## src/rtl/ctrl_pkg.sv

```systemverilog
// rtl/ctrl_pkg.sv - shared types and encodings for the multicycle RV32I control FSM
package ctrl_pkg;

    typedef enum logic [3:0] {
        S_FETCH,
        S_DECODE,
        S_MEMADR,
        S_MEMREAD,
        S_MEMWB,
        S_MEMWRITE,
        S_EXECR,
        S_EXECI,
        S_ALUWB,
        S_BEQ,
        S_JAL,
        S_TRAP
    } state_t;

    localparam logic [6:0] OP_R      = 7'b0110011;
    localparam logic [6:0] OP_I      = 7'b0010011;
    localparam logic [6:0] OP_LOAD   = 7'b0000011;
    localparam logic [6:0] OP_STORE  = 7'b0100011;
    localparam logic [6:0] OP_BRANCH = 7'b1100011;
    localparam logic [6:0] OP_JAL    = 7'b1101111;

    // ADDI-shaped fields make the ALU return a plain sum
    localparam logic [6:0] FORCE_ADD_OPCODE = 7'b0010011;
    localparam logic [2:0] FORCE_ADD_FUNCT3 = 3'b000;
    localparam logic [6:0] FORCE_ADD_FUNCT7 = 7'b0000000;

    localparam logic [1:0] RES_ALUOUT    = 2'b00;
    localparam logic [1:0] RES_DATA      = 2'b01;
    localparam logic [1:0] RES_ALURESULT = 2'b10;

    localparam logic [1:0] SRCA_PC    = 2'b00;
    localparam logic [1:0] SRCA_OLDPC = 2'b01;
    localparam logic [1:0] SRCA_RS1   = 2'b10;

    localparam logic [1:0] SRCB_RS2  = 2'b00;
    localparam logic [1:0] SRCB_IMM  = 2'b01;
    localparam logic [1:0] SRCB_FOUR = 2'b10;

    localparam logic ADR_PC     = 1'b0;
    localparam logic ADR_ALUOUT = 1'b1;

    function automatic logic alu_funct3_ok(input logic [2:0] f3);
        return (f3 == 3'b000) || (f3 == 3'b111) || (f3 == 3'b110) || (f3 == 3'b010);
    endfunction

endpackage

```

## src/rtl/ctrl_decode.sv

```systemverilog
// rtl/ctrl_decode.sv - opcode/funct3 legality check and next state after DECODE
module ctrl_decode
    import ctrl_pkg::*;
(
    input  logic [6:0] opcode,
    input  logic [2:0] funct3,
    output state_t     next_state
);

    always_comb begin
        next_state = S_TRAP;
        case (opcode)
            OP_LOAD, OP_STORE: if (funct3 == 3'b010) next_state = S_MEMADR;
            OP_R:              if (alu_funct3_ok(funct3)) next_state = S_EXECR;
            OP_I:              if (alu_funct3_ok(funct3)) next_state = S_EXECI;
            OP_BRANCH:         if (funct3 == 3'b000) next_state = S_BEQ;
            OP_JAL:            next_state = S_JAL;
            default:           next_state = S_TRAP;
        endcase
    end

endmodule

```

## src/rtl/multicycle_ctrl.sv

```systemverilog
// rtl/multicycle_ctrl.sv - Moore control FSM sequencing ALU, regfile, PC/IR and memory port
module multicycle_ctrl
    import ctrl_pkg::*;
#(
    parameter int WAIT_LIMIT = 0,
    parameter int CNT_W      = 32
) (
    input  logic             clk,
    input  logic             rst_n,
    input  logic [31:0]      instr,
    input  logic             zero,
    input  logic             mem_ready,
    output logic             mem_req,
    output logic             mem_we,
    output logic             adr_src,
    output logic             ir_write,
    output logic             pc_write,
    output logic             reg_write,
    output logic [1:0]       result_src,
    output logic [1:0]       alu_src_a,
    output logic [1:0]       alu_src_b,
    output logic [6:0]       alu_opcode,
    output logic [2:0]       alu_funct3,
    output logic [6:0]       alu_funct7,
    output logic             illegal,
    output logic [CNT_W-1:0] instret,
    output logic [3:0]       state_o
);

    localparam int WCW = (WAIT_LIMIT > 1) ? $clog2(WAIT_LIMIT + 1) : 1;

    state_t         state, next_state, dec_next;
    logic [WCW-1:0] wait_cnt;
    logic           req, we, irw, pcw, rw;
    logic           waiting, timeout, retire;
    logic           unused_bits;

    assign unused_bits = ^{instr[24:15], instr[11:7]};

    ctrl_decode u_decode (
        .opcode     (instr[6:0]),
        .funct3     (instr[14:12]),
        .next_state (dec_next)
    );

    assign waiting = req && !mem_ready;
    // Trap on the WAIT_LIMIT-th consecutive wait cycle so no handshake can follow
    assign timeout = (WAIT_LIMIT != 0) && waiting && (wait_cnt == WCW'(WAIT_LIMIT - 1));
    assign retire  = (next_state == S_FETCH) && (state != S_FETCH);

    always_comb begin
        next_state = state;
        req        = 1'b0;
        we         = 1'b0;
        irw        = 1'b0;
        pcw        = 1'b0;
        rw         = 1'b0;
        adr_src    = ADR_PC;
        result_src = RES_ALUOUT;
        alu_src_a  = SRCA_PC;
        alu_src_b  = SRCB_RS2;
        alu_opcode = FORCE_ADD_OPCODE;
        alu_funct3 = FORCE_ADD_FUNCT3;
        alu_funct7 = FORCE_ADD_FUNCT7;
        case (state)
            S_FETCH: begin
                req        = 1'b1;
                alu_src_a  = SRCA_PC;
                alu_src_b  = SRCB_FOUR;
                result_src = RES_ALURESULT;
                if (mem_ready) begin
                    irw        = 1'b1;
                    pcw        = 1'b1;
                    next_state = S_DECODE;
                end
            end
            S_DECODE: begin
                alu_src_a  = SRCA_OLDPC;
                alu_src_b  = SRCB_IMM;
                next_state = dec_next;
            end
            S_MEMADR: begin
                alu_src_a  = SRCA_RS1;
                alu_src_b  = SRCB_IMM;
                next_state = (instr[6:0] == OP_LOAD) ? S_MEMREAD : S_MEMWRITE;
            end
            S_MEMREAD: begin
                req     = 1'b1;
                adr_src = ADR_ALUOUT;
                if (mem_ready) next_state = S_MEMWB;
            end
            S_MEMWB: begin
                result_src = RES_DATA;
                rw         = 1'b1;
                next_state = S_FETCH;
            end
            S_MEMWRITE: begin
                req     = 1'b1;
                we      = 1'b1;
                adr_src = ADR_ALUOUT;
                if (mem_ready) next_state = S_FETCH;
            end
            S_EXECR: begin
                alu_src_a  = SRCA_RS1;
                alu_src_b  = SRCB_RS2;
                alu_opcode = instr[6:0];
                alu_funct3 = instr[14:12];
                alu_funct7 = instr[31:25];
                next_state = S_ALUWB;
            end
            S_EXECI: begin
                alu_src_a  = SRCA_RS1;
                alu_src_b  = SRCB_IMM;
                alu_opcode = instr[6:0];
                alu_funct3 = instr[14:12];
                next_state = S_ALUWB;
            end
            S_ALUWB: begin
                rw         = 1'b1;
                next_state = S_FETCH;
            end
            S_BEQ: begin
                alu_src_a  = SRCA_RS1;
                alu_src_b  = SRCB_RS2;
                alu_opcode = instr[6:0];
                alu_funct3 = instr[14:12];
                alu_funct7 = instr[31:25];
                pcw        = zero;
                next_state = S_FETCH;
            end
            S_JAL: begin
                alu_src_a  = SRCA_OLDPC;
                alu_src_b  = SRCB_FOUR;
                pcw        = 1'b1;
                next_state = S_ALUWB;
            end
            S_TRAP:  next_state = S_TRAP;
            default: next_state = S_TRAP;
        endcase
        if (timeout) next_state = S_TRAP;
    end

    always_ff @(posedge clk) begin
        if (!rst_n) begin
            state    <= S_FETCH;
            wait_cnt <= '0;
            instret  <= '0;
        end else begin
            state <= next_state;
            if (waiting) wait_cnt <= wait_cnt + 1'b1;
            else         wait_cnt <= '0;
            if (retire) instret <= instret + 1'b1;
        end
    end

    assign mem_req   = req & rst_n;
    assign mem_we    = we  & rst_n;
    assign ir_write  = irw & rst_n;
    assign pc_write  = pcw & rst_n;
    assign reg_write = rw  & rst_n;
    assign illegal   = (state == S_TRAP);
    assign state_o   = state;

endmodule

```

## config.mk

```make
export PLATFORM = sky130hd
export DESIGN_NAME = multicycle_ctrl
export DESIGN_NICKNAME = d
export VERILOG_FILES = /design/src/rtl/ctrl_pkg.sv /design/src/rtl/ctrl_decode.sv /design/src/rtl/multicycle_ctrl.sv
export SDC_FILE = /design/constraint.sdc
export NUM_CORES = 1
export LEC_CHECK = 0
export CAP_MARGIN = 20
export CORE_ASPECT_RATIO = 1.4
export CORE_MARGIN = 3
export CORE_UTILIZATION = 46
export DETAILED_ROUTE_END_ITERATION = 7
export GPL_ROUTABILITY_DRIVEN = 0
export PLACE_DENSITY = 0.9
export SLEW_MARGIN = 10
export SYNTH_ARGS = -nofsm -noshare
export SYNTH_HDL_FRONTEND = slang
export SYNTH_SLANG_ARGS = --single-unit
```

## constraint.sdc

```tcl
create_clock -name clk -period 4.1 [get_ports clk]
set_clock_uncertainty 0.1 [all_clocks]
set_input_delay 0.615 -clock clk [delete_from_list [all_inputs] [get_ports clk]]
set_output_delay 0.615 -clock clk [all_outputs]
set_load 0.005 [all_outputs]
```

[After elaboration in Yosys (flattened, before gate mapping)]
Cells that the tools add are included.
Word-level totals
  bits in registers: 36
  input port bits: 36
  output and inout bits: 66
Operators by class
  add/subtract/negate cells: 1
  equality and inequality tests: 20
  multiplexer cells: 23
  bitwise operators: 5
  reductions and logical operators: 20
Operator list (count)
  adder 32 x 1 -> 32 bit (second input constant): 1
  one-hot mux 4 bit (7 select lines): 1
  2-to-1 mux 4 bit: 6
  one-hot mux 4 bit (5 select lines): 1
  == test 4 x 3 -> 1 bit (second input constant): 4
  == test 4 bit (second input constant): 4
  OR reduction 3 bit: 5
  == test 7 x 6 -> 1 bit (second input constant): 2
  == test 7 bit (second input constant): 2
  2-to-1 mux 7 bit: 2
  one-hot mux 2 bit (2 select lines): 3
  OR reduction 2 bit: 6
  == test 4 x 2 -> 1 bit (second input constant): 2
  zero test 4 bit: 2
  == test 7 x 2 -> 1 bit (second input constant): 1
  == test 7 x 5 -> 1 bit (second input constant): 1
  == test 3 bit (second input constant): 2
  2-to-1 mux 1 bit: 6
  2-to-1 mux 3 bit: 2
  AND 1 bit: 5
  == test 4 x 1 -> 1 bit (second input constant): 1
  nonzero test 4 bit: 1
  OR reduction 4 bit: 1
  == test 3 x 2 -> 1 bit (second input constant): 1
  other kinds (5): 7

[Logic depth before layout (Yosys ltp)]
  depth in word-level cells: 9
  gate-level depth with buffers: 10
  depth with buffers taken out: 8

[Hierarchy]
A second synthesis with hierarchy kept.
Unflattened totals
  cell total of the unflattened synthesis: 326
  area total of the unflattened synthesis: 2489.9 um^2
By module, submodules not included
  multicycle_ctrl: instances 1, cells an instance 311, area an instance 2384.8 um^2, seq. area each 720.7 um^2
  ctrl_decode: instances 1, cells an instance 15, area an instance 105.1 um^2, seq. area each 0.0 um^2

[Least setup slack after synthesis]
No wires, ideal clock.
  kind: input -> register
  from: input instr[2]
  to: register instret[10]
  setup time: 0.115 ns
  data arrival time: 2.285 ns
  required time: 3.885 ns
  setup slack: 1.600 ns
  stages: 9
  path buffers: 2
  cells stage by stage: and4bb_2 -> nand2_2 -> o31a_1 -> nor4_4 -> buf_6 -> buf_6 -> nand3_1 -> xnor2_1 -> and2_1
Between the ends
  word-level cells in the longest chain between the ends: 6
  elaborated cells between the ends (all ways): 12
  those cells by class: eq/ne: 6; mux: 3; reduce/logical: 3
Ends and longest elaborated chain
  start, declared: line multicycle_ctrl.sv:10  | input logic [31:0] instr,
  == test 7 x 2 -> 1 bit or == test 7 x 6 -> 1 bit (tied branches): line ctrl_decode.sv:12, multicycle_ctrl.sv:85
  OR reduction 2 bit: line ctrl_decode.sv:12  | case (opcode)
  one-hot mux 4 bit (5 select lines): line ctrl_decode.sv:12
  one-hot mux 4 bit (7 select lines) (*): line multicycle_ctrl.sv:65  | case (state)
  zero test 4 bit (*): line multicycle_ctrl.sv:49  | assign retire = (next_state == S_FETCH) && (state != S_FETCH);
  logical AND 1 bit (*): line multicycle_ctrl.sv:49
  end signal, assigned: line multicycle_ctrl.sv:152  | if (retire) instret <= instret + 1'b1;
  end, declared: line multicycle_ctrl.sv:26  | output logic [CNT_W-1:0] instret,
Every way passes the cells marked *; elsewhere a longest branch is shown, timed or not.
A chain may end at the register's enable or synchronous reset.

[Worst setup path in the final report]
  from: register state[0] (netlist: state_o[0])
  to: output alu_opcode[2]
Between the ends
  word-level cells in the longest chain between the ends: 3
  elaborated cells between the ends (all ways): 5
  those cells by class: eq/ne: 3; mux: 1; reduce/logical: 1
Ends and longest elaborated chain
  start, declared: line multicycle_ctrl.sv:32  | state_t state, next_state, dec_next;
  start signal, assigned: line multicycle_ctrl.sv:149  | state <= next_state;
  == test 4 bit or == test 4 x 3 -> 1 bit (tied branches): line multicycle_ctrl.sv:65
  OR reduction 3 bit (no line) (*)
  2-to-1 mux 7 bit (*): line multicycle_ctrl.sv:65
  end, declared: line multicycle_ctrl.sv:22  | output logic [6:0] alu_opcode,
Marked as above.

==> results.toml <==
[cells_and_area]
finalNetCount = 408
area_delta_synth_final_pct = 42.1
n_fill_cell = 368
finalNonFillerCells = 434
n_antenna_cell = 0
drive_above_1_share_pct = 4.57

[route]
wire_per_inst_um = 12.8
drtAntennaViolNets = 0
drc = 0
drt_iter0_markers = 112
firstDrtPassIters = 4
drt_wl_total_mm = 5.56
dr_total_vias = 2316
vias_per_cell = 5.34

[global_route]
grtUsageTotal_pct = 18.5
antenna_found_initial = 0
grt_overflow = 0
grt_max_degree = 33
grt_pass1_vias = 2126
grt_pass1_wl_mm = 9.22

[cts]
cts_tree = "done"
clk_pin_slew_ps = 70
cts_resized = 0
holdBufCountCts = 0
htree_levels = 2
clk_latency_ps = 280
clock_path_buffers = 2
cts_root_buf = "clkbuf_8"
cts_sinks = 36
cts_buffers = 5
post-cts-setup-buffers = 0

[sta]
tns_ps = 0
tightest_slew_ps = 889
finalHoldViolCount = 0
rsz0062_at_grt = "no"
min_period_over_period_pct = 82.3
setup_viol = 0
max_freq_mhz = 296
slew_headroom_pct = 40.1
slew_violations = 0
fin_crit_ps = 3370

[setup_path]
crit_path_end_kind = "output port"
crit_fanout = 21
critPathRequiredTime_ps = 3380
critPathLaunchType = "flip-flop"
worstPathArrival_ps = 2660
crit_type = "reg -> out"

[floorplanning]
initial_core_util_pct = 49.2
die_w_um = 65.8
io_pins = 102
die_area_mm2 = 0.00591
core_area_mm2 = 0.00468
rows = 29
die_h_um = 89.8

[synth]
yosysWarningCount = 0
syn-num-nets = 327
syn_area_per_cell_um2 = 7.95
synth_cell_types = 51
synthCells = 290
synth_edf_count = 0
syn_area_mm2 = 0.00230
synth_seq_cells = 36
yosysSeqAreaShare_pct = 31.3
yosys_most_used_dff = "dfxtp_1"
ys_async_sr_fraction_pct = 0

[placement]
dpl.cell_count = 426
hpwl_mm = 4.06
port_buffers = 86

[outcome]
status = "finished clean"

[power_and_ir_drop]
leakagePower_uw = 0.00116
p_per_area_mw_per_mm2 = 401
total_power_uw = 1310
peakVddDrop_mv = 0.311

[run]
cap_violations = 0

[worst_hold_path]
hp-class = "reg -> reg"
==> synthesized netlist by cell type (2+ instances only) <==
library cell,n,area [um2]
a21boi_1,2,15.0
a21oi_1,7,35.0
a31oi_1,2,12.5
and2_1,36,225
and3_1,9,56.3
and4_1,5,43.8
buf_1,3,11.3
buf_2,4,20.0
buf_6,2,22.5
clkbuf_1,5,18.8
dfxtp_1,36,721
inv_1,5,18.8
nand2_1,30,113
nand2b_1,7,43.8
nand3_1,16,80.1
nand4_1,12,75.1
nor2_1,15,56.3
nor2b_1,16,100
nor3_1,8,40.0
nor4_4,2,42.5
o21a_1,4,30.0
o21ai_0,6,30.0
o21ai_1,2,10.0
o22a_1,2,17.5
xnor2_1,28,245
==> worst paths after layout <==
check                            startpoint            end  slack [ps]  depth (start not counted)
worst max-delay path             state_o[0]  alu_opcode[2]         730                          4
worst min-delay path            instret[31]    instret[31]         380                          2
worst max register to register   state_o[0]    instret[24]        1160                          7
worst min register to register  instret[31]    instret[31]         380                          2
==> metal layers <==
metal / global-route usage [%] / share of wire (%) / vias up
met1: 21.4 / 41 / 1068
met5: 0 / 0 / -
met3: 5.86 / 9.4 / 5
met4: 6.23 / 0.72 / 0
met2: 31.5 / 49 / 83
li1: - / - / 1160
==> cell type report <==
cell class	count	area, um2	share of cell area, %
multi-input cells	234	1490	45.5
repair buffers	88	876	26.7
flip-flops and latches	36	721	22.0
clock buffers	8	90.1	2.75
well taps	62	77.6	2.37
inverters	6	22.5	0.688
==> placed cells by master (no fill, tap or decap), types with 5 or more instances in the layout <==
cell / Yosys / routed
clkdlybuf4s50_1: 0 / 86
and4_1: 5 / 5
nand2_1: 30 / 30
nor2_1: 15 / 15
nand2b_1: 7 / 7
nor2b_1: 16 / 16
clkbuf_8: 0 / 6
inv_1: 5 / 5
and3_1: 9 / 9
a21oi_1: 7 / 7
nand3_1: 16 / 16
dfxtp_1: 36 / 36
and2_1: 36 / 36
nand4_1: 12 / 12
o21ai_0: 6 / 6
xnor2_1: 28 / 28
nor3_1: 8 / 8
==> stage by stage <==
stage                     hold WS, ps  setup slack [ps]  utilization [%]  instance area (um2)
final                             384               725             70.0                 3280
after global routing              413               433             70.0                 3280
after CTS                         391               722             70.0                 3280
after detailed placement          381               811             68.1                 3190
after global placement            361               836             68.1                 3190
after floorplan                   367              1600                -                 2300
==> power breakdown <==
part	switching (uW)	total, uW	internal [uW]
clock	118	255	137
sequential	76.8	447	370
combinational	295	610	316
==> worst max-delay path, stage by stage (launching register included) <==
cell	delay (ps)
dfxtp_1	730
nand2b_1	180
o21ai_0	750
and2_1	220
clkdlybuf4s50_1	500
==> sequential cells by signal, summed over array words and instances (netlist names) <==
register / count
instret: 32
state_o: 4
==> cell families after synthesis <==
group | Yosys count | share of synthesized area, %
AO/OA/AOI/OAI | 34 | 9.66
XOR/XNOR | 29 | 11.0
multiplexers | 1 | 0.434
buffers and inverters | 20 | 4.13
adder cells (fa/ha/maj) | 1 | 0.543
AND/OR/NAND/NOR | 169 | 42.9
flip-flops | 36 | 31.3
(Power assumes the default switching activity.)
